<file path="src/rtl/timer_pkg.sv">
// Shared constants for the clock/timer display counter channels.
package timer_pkg;

  localparam logic DIR_UP   = 1'b1;
  localparam logic DIR_DOWN = 1'b0;

  localparam int SEC_MOD  = 60;
  localparam int MIN_MOD  = 60;
  localparam int HOUR_MOD = 24;

endpackage

</file>
<file path="src/rtl/btn_sync_edge.sv">
// Synchronises an asynchronous button level and emits one pulse per rising edge.
module btn_sync_edge #(
  parameter int STAGES = 2
) (
  input  logic clk,
  input  logic reset,
  input  logic async_in,
  output logic pulse_out
);

  logic [STAGES-1:0] sync_q, sync_d;
  logic              prev_q, prev_d;

  always_comb begin
    sync_d = {sync_q[STAGES-2:0], async_in};
    prev_d = sync_q[STAGES-1];
  end

  always_ff @(posedge clk) begin
    if (reset) begin
      sync_q <= '0;
      prev_q <= 1'b0;
    end else begin
      sync_q <= sync_d;
      prev_q <= prev_d;
    end
  end

  // Combinational pulse so the counter updates exactly STAGES edges after first sample.
  assign pulse_out = sync_q[STAGES-1] & ~prev_q;

endmodule

</file>
<file path="src/rtl/mod_updown_counter.sv">
// Modulo-N up/down counter channel: tick-driven run mode, button-driven adjust mode.
module mod_updown_counter
  import timer_pkg::*;
#(
  parameter int WIDTH       = 6,
  parameter int MODULUS     = 60,
  parameter int SYNC_STAGES = 2
) (
  input  logic             clk,
  input  logic             reset,
  input  logic             enable,
  input  logic             forward,
  input  logic             tick,
  input  logic             inc_btn,
  input  logic             clear,
  input  logic             load,
  input  logic [WIDTH-1:0] load_val,
  output logic [WIDTH-1:0] value,
  output logic             carry,
  output logic             finish,
  output logic             at_zero
);

  localparam logic [WIDTH-1:0] MAX_VAL = WIDTH'(MODULUS - 1);
  localparam logic [WIDTH:0]   MOD_EXT = (WIDTH+1)'(MODULUS);

  logic [WIDTH-1:0] value_q, value_d;
  logic             carry_q, carry_d;
  logic             finish_q, finish_d;
  logic             inc_pulse;

  btn_sync_edge #(
    .STAGES(SYNC_STAGES)
  ) u_btn (
    .clk      (clk),
    .reset    (reset),
    .async_in (inc_btn),
    .pulse_out(inc_pulse)
  );

  always_comb begin
    value_d  = value_q;
    carry_d  = 1'b0;
    finish_d = finish_q;
    if (clear) begin
      value_d  = '0;
      finish_d = 1'b0;
    end else if (load) begin
      value_d  = ({1'b0, load_val} < MOD_EXT) ? load_val : MAX_VAL;
      finish_d = 1'b0;
    end else if (enable) begin
      if (tick) begin
        if (forward == DIR_UP) begin
          if (value_q == MAX_VAL) begin
            value_d = '0;
            carry_d = 1'b1;
          end else begin
            value_d = value_q + 1'b1;
          end
        end else begin
          // Down-count at zero holds the value and latches finish.
          if (value_q == '0) begin
            finish_d = 1'b1;
          end else begin
            value_d = value_q - 1'b1;
          end
        end
      end
    end else if (inc_pulse) begin
      value_d  = (value_q == MAX_VAL) ? '0 : value_q + 1'b1;
      finish_d = 1'b0;
    end
  end

  always_ff @(posedge clk) begin
    if (reset) begin
      value_q  <= '0;
      carry_q  <= 1'b0;
      finish_q <= 1'b0;
    end else begin
      value_q  <= value_d;
      carry_q  <= carry_d;
      finish_q <= finish_d;
    end
  end

  assign value   = value_q;
  assign carry   = carry_q;
  assign finish  = finish_q;
  assign at_zero = (value_q == '0);

endmodule

</file>
<file path="config.mk">
export PLATFORM = sky130hd
export DESIGN_NAME = mod_updown_counter
export DESIGN_NICKNAME = d
export VERILOG_FILES = /design/src/rtl/timer_pkg.sv /design/src/rtl/btn_sync_edge.sv /design/src/rtl/mod_updown_counter.sv
export SDC_FILE = /design/constraint.sdc
export NUM_CORES = 1
export LEC_CHECK = 0
export BUFFER_PORTS_ARGS = -buffer_cell sky130_fd_sc_hd__buf_2
export CORE_AREA = 2 2 54 56
export CTS_BUF_LIST = sky130_fd_sc_hd__clkbuf_4
export DETAILED_ROUTE_END_ITERATION = 16
export DIE_AREA = 0 0 56 58
export PLACE_DENSITY = 0.5
export SETUP_SLACK_MARGIN = 0.3
export SYNTH_ARGS = -nofsm -noshare
export SYNTH_HDL_FRONTEND = slang
export SYNTH_SLANG_ARGS = --single-unit
</file>
<file path="constraint.sdc">
create_clock -name clk -period 3.1 [get_ports clk]
set_input_delay 0.62 -clock clk [delete_from_list [all_inputs] [get_ports clk]]
set_output_delay 0.62 -clock clk [all_outputs]
set_load 0.05 [all_outputs]
</file>
; Word level (Yosys, flattened, before mapping)
; Cells that the tools add are included.
[totals]
register_bits = 11
input_bits = 14
out_inout_bits = 9
wordCells = 41
[op_classes]
n_addsub = 2
magnitude_cmp = 1
eq_ne = 6
n_mux = 14
bitwise_logic = 5
n_reduce_logical = 8
[op_table]
columns = op, count
row1 = $mux W6, 8
row2 = $add A6 B1 Y6 const B, 1
row3 = $eq A6 B6 Y1 const B, 1
row4 = $logic_not A6 Y1, 1
row5 = $lt A6 B6 Y1 const B, 1
row6 = $mux W1, 6
row7 = $reduce_or A6 Y1, 1
row8 = $sub A6 B1 Y6 const B, 1
row9 = $ne A2 B1 Y1 const B, 2
row10 = $ne A4 B4 Y1 const B, 1
row11 = $not A1 Y1, 4
row12 = $reduce_and A4 Y1, 1
row13 = $ne A3 B1 Y1 const B, 1
row14 = $reduce_and A3 Y1, 1
row15 = $reduce_bool A3 Y1, 1
row16 = $reduce_or A3 Y1, 1
row17 = $ne A2 B2 Y1 const B, 1
row18 = $reduce_bool A2 Y1, 1
row19 = $reduce_or A2 Y1, 1
row20 = $and A1 B1 Y1, 1

; Longest topological paths before layout
; Gate-level depths: netlist of the first run.
[logic_depth]
ltp_word = 6
depth_mapped = 6
depth_no_buf = 6

; Cells and area by module
; From an unflattened synthesis of the first run, not the netlist that was laid out.
[unflattened]
cells_unflattened = 99
hier_area_um2 = 844.6
[modules_own_cells]
columns = module, instances, cells_per_inst, area_per_inst_um2, seq_area_each_um2
row1 = mod_updown_counter, 1, 92, 757.0, 160.2
row2 = btn_sync_edge, 1, 7, 87.6, 60.1

; Worst setup path after synthesis of the first run
; No wires, ideal clock.
[synth_path]
kind = register to register
start = register value_q[0] (netlist: value[0])
end = register value_q[3] (netlist: value[3])
setup_ps = 74
arrival_time_ps = 2302
required_time_ps = 3026
path_slack_ps = 724
path_stages_with_launch = 7
n_path_buf = 0
synth_period_minus_slack_ps = 2376
cell_sequence = dfxtp_1 inv_1 ha_1 and3b_1 a21o_1 or4_1 a31oi_1
[synth_between]
elab_cells_between_ends = 13
cone_classes = 2 x add/sub / 2 x eq/ne / 7 x mux / 2 x reduce/logical
[synth_rtl]
columns = item, line
row1 = from (decl), mod_updown_counter.sv:27  ; logic [WIDTH-1:0] value_q, value_d;
row2 = from (signal assigned), mod_updown_counter.sv:81  ; value_q <= value_d;
row3 = $logic_not A6 Y1, n/a
row4 = via at_zero, mod_updown_counter.sv:21  ; output logic at_zero
row5 = $ne A4 B4 Y1 (no source line), n/a
row6 = $reduce_and A3 Y1 (no source line), n/a
; The timed path passes the listed nets, and every way through them passes these cells. The select of a mux whose other input is x is not followed.
; A chain may end at the register's enable or synchronous reset.

; Worst setup path in the final report of the first run
[layout_path]
start = register value_q[2] (netlist: value[2])
end = output port at_zero
[layout_between]
elab_chain_cells = 1
[layout_rtl]
columns = item, line
row1 = $logic_not A6 Y1, mod_updown_counter.sv:90  ; assign at_zero = (value_q == '0);
row2 = to (decl), mod_updown_counter.sv:21
; No other way between the ends.

==> results of run 1 <==
## cell type report
type	instances	share of cell area (%)
clock buffer	4	3.32
inverter	6	2.49
multi-input combinational	70	53.3
sequential	11	24.4
tap	31	4.29
timing repair buffer	22	12.2
## per-stage QoR
| step | std cells | worst slack (ns) | power (mW) | hold WS, ns |
|---|---|---|---|---|
| 2_1_floorplan | 93 | 0.724 | 0.220 | 0.414 |
| 3_3_place_gp | 140 | 0.849 | 0.246 | 0.436 |
| 3_5_place_dp | 140 | 0.797 | 0.246 | 0.442 |
| 4_1_cts | 144 | 0.903 | 0.358 | 0.455 |
| 5_1_grt | 144 | 0.790 | 0.376 | 0.475 |
| 6_report | 144 | 0.906 | 0.354 | 0.455 |
## state kept, by name, indices dropped and copies added, names as in the netlist
signal	flops
carry	1
finish	1
u_btn.prev_q	1
value	6
u_btn.sync_q	2
## cells in the final DEF, fill, tap and decap left out, drive strengths merged, types with 2 or more instances in the layout
master,instances
nand2,5
nor3,3
nand3,3
clkbuf,4
a21boi,3
ha,3
o21a,2
a31o,2
a21oi,5
a211oi,2
nand4,4
buf,22
nor2b,4
dfxtp,11
and3,2
nor2,5
xnor2,2
inv,6
a31oi,5
## routing by layer
layer	up-vias	part of all wire, %	global-route usage, %
met4	0	1.4	6.12
met5	-	0	0
met2	22	48	22.2
li1	391	-	-
met3	4	4.1	2.01
met1	359	46	16.9
## power by group through the flow
stage	clock network [mW]	registers (mW)	logic [mW]
finish	0.112	0.155	0.0876
global route	0.123	0.156	0.0966
CTS	0.115	0.155	0.0879
detailed placement	0	0.158	0.0875
global placement	0	0.158	0.0878
floorplan	0	0.166	0.0542
## how the worst min path moves through the flow
stage,end,slack (ns),cells past startpoint
global placement,u_btn.sync_q[1],0.44,1
floorplan,u_btn.sync_q[1],0.41,1
detailed placement,u_btn.sync_q[1],0.44,1
CTS,u_btn.sync_q[1],0.46,1
global route,u_btn.prev_q,0.48,1
finish,u_btn.sync_q[1],0.45,1
## kinds of logic (layout without fill, tap and decap cells)
kind of cell | Yosys count | count (layout) | share of synthesized area (%)
muxes | 2 | 2 | 2.81
and+or+nand+nor | 35 | 35 | 26.6
adders and majority gates | 3 | 3 | 4.96
DFF | 11 | 11 | 29.1
xor gates and xnor gates | 2 | 2 | 2.31
AOI/OAI and AO/OA | 28 | 28 | 26.9
buffers and inverters | 12 | 32 | 7.27
==> flow_results.org, run 1 <==
** Route
- After the first detailed-routing iteration, the DRC count stood at 31.
- The detail route stage leaves a number of antenna-violating nets equal to 0.
- Routed vias/inst :: between 5 and 6
- Final routed DRC violation total :: 0
- Drt total wl :: a little under 2 mm
- Iteration count of the initial detailed-routing pass :: 4
- Dividing the detail-routed wire length by the instance count gives 13.6 um.
- The routed layout has slightly below 800 vias.

** Pwr
- Switching portion of total power :: between 30% and 40%
- The internal power of the cells totals 0.237 mW.
- The analysis attributes to net switching a power of between 0.1 and 0.15 mW.
- Combinational logic burns approximately a quarter of the power.
- PwrDens :: 392 nW/um2
- Reported leakage power :: ~0.38 nW
- IR Drop Worst-Case VDD :: about 0.00018 V
- Clock power frac :: 31.5%
- Sequential share of power :: a little over two fifths

** Final layout
- Area growth syn-to-layout :: 19.3%
- Final net count :: about 130
- 0 antenna diodes ended up in the layout.
- Counting the fill cells in the layout gives 307.
- Ratio of cells with drive above 1 in the final layout :: 27.4%
- Multi-input logic area :: just under 500 um2
- Share of the core filled with cells :: between 30 and 40%
- Storage element area :: 220 um2
- Once layout is done, the placed cells without fillers occupy 903 um2.

** Yosys
- Summed over all instances, the cell type with the most area after synthesis is sky130_fd_sc_hd__dfxtp_1.
- Counting flops with a built-in enable in the synthesized netlist gives 0.
- In this run, synthesis produced a sequential element count of 11.
- After synthesis, the share of flip-flops with an asynchronous set or reset is 0%.
- For this run, the leading register cell type out of synthesis is sky130_fd_sc_hd__dfxtp_1.
- Sequential cells were found to cover ~29% of the synthesized design area.
- Number of distinct library cells after synthesis :: around 40
- For this run, the number of Yosys warnings is 0.
- Most frequent cell after synthesis :: sky130_fd_sc_hd__dfxtp_1
- Instance count of the mapped netlist :: just over 90
- Synth top area share :: slightly below 30%
- Per-instance average area after synthesis :: 8.14 um2
- In the synthesized netlist, the cells that appear most often are 11 x sky130_fd_sc_hd__dfxtp_1, 6 x sky130_fd_sc_hd__inv_1.
- Post-Synthesis Net Count :: between 100 and 150
- Yosys attributes the largest share of cell area to sky130_fd_sc_hd__dfxtp_1 29%, sky130_fd_sc_hd__ha_1 5.0%, sky130_fd_sc_hd__a31oi_1 4.1%.
- Post-Syn Area :: ~760 um2

** CTS
- In this run the number of H-tree levels came out at 1.
- The clock passes through at most 2 buffers.
- Clock buffer count from CTS :: 3
- The root buffer cell chosen for the clock tree is sky130_fd_sc_hd__clkbuf_4.
- Clock latency of the later-clocked register in the worst-skew pair :: ~0.27 ns
- Post-CTS timing repair inserted 0 buffers for setup.
- In this run, post-CTS hold repair placed 0 buffers.
- Once the clock tree was built, the resizer swapped 0 gates to a different size.
- Clock tree synthesis found a total of 11 sinks.
- TritonCTS built the clock tree.
- Clock-pin slew was measured on the worst setup and hold paths at about 0.080 ns.

** Setup path
- Worst Path Buf+Inv :: 1
- Grouping stages by cell kind, the critical path spends the most delay in simple AND/OR/NAND/NOR gates.
- On the critical path, the stage with the largest delay is an instance of sky130_fd_sc_hd__dfxtp_1.
- Traced cell by cell, the critical path runs through nor3_1 > and3b_1 > buf_2.
- The most critical setup path has its endpoint at at_zero.
- Data arrival at the endpoint of the critical path :: between 1.5 and 2 ns
- Type of origin of the critical path :: flop
- Start point of the critical path :: value[2]
- The startpoint identified for the worst register-to-register timing path is value[0].
- The endpoint identified for the worst register-to-register timing path is value[3].
- Maximum fanout encountered on the critical timing path :: 11
- Worst-case register-to-register setup slack :: approximately 1.1 ns
- In this run the number of cells on the critical path is 3.
- Category of the most critical setup path :: flop to primary output
- Slowest Stage Delay on Critical Path :: 0.42 ns
- Endpoint required time on the critical path :: 2.48 ns
- For the worst flop-to-flop path, the logic depth is 6.
- Crit. End Element :: primary output

** Global route
- Grt ovf :: 0
- Entering global routing, the biggest net connects 16 pins.
- For this run, the total global-route usage over all layers was measured as between 10% and 20%.
- The first global-routing pass estimated ~3.4 mm of wire.
- Vias in the first global route :: around 730
- The number of antenna violations at the first check in global routing was 0.

** Die
- 23 I/O pins were placed.
- In this run the horizontal extent of the chip is about 56 um.
- Initial core utilization :: ~28%
- After floorplanning, the core was divided into 19 placement rows.
- The die is around 58 um tall.
- The region available for standard cell placement spans about 2700 um2.
- Total die area :: approximately 3200 um2

** Placement
- Buffers added on ports :: 22
- The congestion estimate from routability-driven global placement came to about 0.84.
- Summed over all nets, the half-perimeter wirelength after detailed placement is roughly 1.5 mm.
- In this run the cell area measured after placement is around 870 um2.

** STA
- Of the available clock period, the critical path in the final layout requires between 70% and 80%.
- At the pin with the least slew margin, the transition time is 0.669 ns.
- Across the routed clock network, the largest skew measured is 0.00222 ns.
- Headroom to the max-slew limit came out at a little under three fifths.
- Setup repair after global routing left no endpoint under its margin.
- Post-route minimum period :: around 2.2 ns
- Final count of pins violating max slew :: 0
- Final count of negative-setup-slack endpoints :: 0
- Static timing analysis puts the maximum clock frequency at around 0.46 GHz.
- Setup total negative slack on the finished layout was measured at 0 ns.
- The final hold violation count came to 0.

** Hold path
- Worst Min Path Start :: u_btn.sync_q[0]
- Hold WC Path Type :: flop to flop

** Job
- Count of maximum capacitance violations :: 0

** Outcome
- Result of the run :: finished, final reports clean
Power figures use the tool's default switching activity.
==> run 2, diff against run 1 <==
Clock period 3.1 ns to 2.16 ns, I/O delays scaled along.
==> run 2 against run 1 <==
Net effect: global-route usage is 0.38 points lower; final area increased by 7.5%; clock skew fell by 0.0015 ns; worst hold slack got worse by 0.090 ns; non-clock buffer count grew 3; largest power group unchanged; highest routed layer unchanged.
==> flow_results.org, run 2 (synthesized netlist as in run 1, its figures left out) <==
** Die
- From left edge to right edge, the die measures between 50 and 60 um.
- Total die area :: 3250 um2
- Core area :: roughly 2700 um2
- Measured along the y axis, the die boundary spans ~58 um.
- For this design the top-level I/O count stands at 23.
- In this run the core area contains 19 standard-cell rows.
- Initial core utilization :: between 20% and 30%

** Final layout
- Number of flip-flops under the largest register name :: 6
- The post-route netlist has approximately two fifths of its cells at a drive strength greater than 1.
- Leaving out fill and tap cells, the most frequent cell in the layout is sky130_fd_sc_hd__buf_2.
- The filler cells instantiated in the layout total about 300.
- Summing all multi-input logic gate instances after layout gives ~510 um2.
- Final net count :: between 100 and 150
- Number of diodes added for antenna fixing :: 0
- Storage element area :: 238 um2
- Share of the core filled with cells :: 36.5%
- From synthesis to final layout, the design area changed by 28.3%.

** Setup path
- Maximum fanout encountered on the critical timing path :: 5
- The number of cells on the worst reg-to-reg path is 6.
- Counting both buffers and inverters, the worst setup path holds a total of 1.
- Cell Chain, Critical Path :: buf_4 > ha_2 > and4b_1 > and3_1 > or4_1 > a31oi_1
- The worst setup path is captured at a flop.
- At the worst endpoint, the required time is ~2.4 ns.
- The worst register-to-register path begins at value[0].
- Reg2Reg Capture Point :: value[3]
- The slowest stage of the critical path is the sky130_fd_sc_hd__or4_1 cell.
- Slowest Stage Delay on Critical Path :: around 0.50 ns
- Data arrival at the endpoint of the critical path :: 2.00 ns
- Type of origin of the critical path :: flop
- Cell family with the largest share of critical-path delay :: simple AND/OR/NAND/NOR gates
- Category of the most critical setup path :: flop to flop
- Worst-case register-to-register setup slack :: roughly 0.35 ns

** STA
- At the pin with the least slew margin, the transition time is approximately 0.60 ns.
- Sum of negative setup slack :: 0 ns
- Final count of negative-setup-slack endpoints :: 0
- Final count of pins violating max slew :: 0
- Setup slack after layout :: 0.355 ns
- Counting I/O delays and the setup requirement, the final critical path takes ~1.8 ns.
- Layout Skew :: a little under 0.0007 ns
- Period utilization :: 83.6%
- Number of hold-slack violations in the final timing report :: 0
- Based on the critical path, the design can be clocked at up to between 0.5 and 0.6 GHz.
- Worst rel slew slack :: about 60%
- RSZ-0062 raised after global routing :: true

** Pwr
- Summed over all cells, the static leakage comes to roughly 0.40 nW.
- IR analysis of the VDD net gives a maximum drop of approximately 0.00024 V.
- For this design the ratio of total power to cell area is approximately 540 nW/um2.

** Global route
- Vias in the first global route :: 693
- GR Util All Layers :: between 10 and 15%
- Entering global routing, the biggest net connects 16 pins.
- Global-route wire length before repair :: 3.24 mm
- Antenna violations before repair :: 0
- Summed over all layers, the global routing overflow is 0.

** Route
- Iteration-0 DRC Markers :: 7
- Total via count after detailed routing :: around 780
- Drt total wl :: just under 2 mm
- In the routed layout, each cell is associated on average with a via count of between 5 and 6.
- The first TritonRoute pass finished after 4 iterations.
- Remaining antenna violation count after routing :: 0
- In the final routed layout, each cell accounts on average for between 10 and 15 um.
- Final routed DRC violation total :: 0

** Placement
- Placed wire-length estimate :: ~1.5 mm
- Buffers added on ports :: 22
- At the end of routability-driven placement, the weighted congestion stood at 0.808.
- OpenSTA, run right after detailed placement, puts the worst setup slack at roughly 0.10 ns.

** Outcome
- Result of the run :: finished, final reports clean

** CTS
- Cell chosen for the clock root :: sky130_fd_sc_hd__clkbuf_4
- For the worst-skew pair, the clock arrives at the later sink with an insertion delay of about 0.27 ns.
- Counting along the longest clock path gives a buffer depth of 2.
- The number of clock buffers added by TritonCTS is 3.
- CTS clk-pin slew, worst paths :: around 0.080 ns
- # clock sinks :: 11
- CTS built an H-tree with a depth of 1.
- CTS tree :: done

** Hold path
- Worst Hold Path EP :: u_btn.sync_q[0]
- In this run the worst hold path is classified as input pin to flop.
- The worst hold path passes through 2 cells.
- Worst Min Path Start :: inc_btn

** Job
- Count of maximum capacitance violations :: 0
==> run 2: changes by cell type in the layout (fill, tap and decap cells not counted), moves of 2 or more <==
cell and delta:
sky130_fd_sc_hd__dfxtp_1 -6, sky130_fd_sc_hd__dfxtp_4 +4, sky130_fd_sc_hd__buf_4 +3, sky130_fd_sc_hd__dfxtp_2 +2
sky130_fd_sc_hd__inv_1 -2, sky130_fd_sc_hd__inv_2 +2
==> run 2: worst max path at each step <==
stage	start	to	slack, ns	cells past startpoint
final	value[0]	value[3]	0.35	6
after global routing	value[0]	value[3]	0.28	6
after CTS	value[0]	value[3]	0.32	6
after detailed placement	enable	value[3]	0.10	6
after global placement	enable	value[3]	0.11	6
after floorplan	value[4]	value[0]	0.20	6
==> run 2: per-layer routing <==
| metal | global-route usage (%) | vias up | part of all wire, % |
|---|---|---|---|
| met4 | 9.18 | 0 | 2.6 |
| li1 | - | 394 | - |
| met1 | 18.5 | 367 | 47 |
| met5 | 0 | - | 0 |
| met2 | 17.5 | 17 | 46 |
| met3 | 1.79 | 6 | 3.5 |
==> run 2: final cells by class <==
cell class / instances / share of cell area (%)
inverters: 6 / 2.32
repair buffers: 25 / 13.9
clock buffers: 4 / 3.09
well taps: 31 / 3.99
flip-flops and latches: 11 / 24.5
multi-input cells: 70 / 52.2
==> run 2: timing repair <==
action / CTS / global route
setup endpoints to repair: 1 / 3
resized for setup: 2 / 3
pin swaps: 4 / 1
setup buffers: 1 / 0
hold buffers: 0 / 0
==> run 2: power by group <==
part / switching [mW] / internal [mW] / leakage, nW
combinational: 0.0840 / 0.0563 / 0.288
sequential: 0.0128 / 0.208 / 0.0936
clock: 0.0754 / 0.0841 / 0.0184
total: 0.172 / 0.349 / 0.400
==> run 2: metrics by stage <==
stage / cell area, um2 / std cells / power, mW / hold WS [ns]
finish: 971 / 147 / 0.521 / 0.365
global route: 971 / 147 / 0.548 / 0.372
CTS: 962 / 147 / 0.523 / 0.361
detailed placement: 918 / 142 / 0.359 / 0.432
global placement: 918 / 142 / 0.359 / 0.418
floorplan: 797 / 93 / 0.320 / 0.414
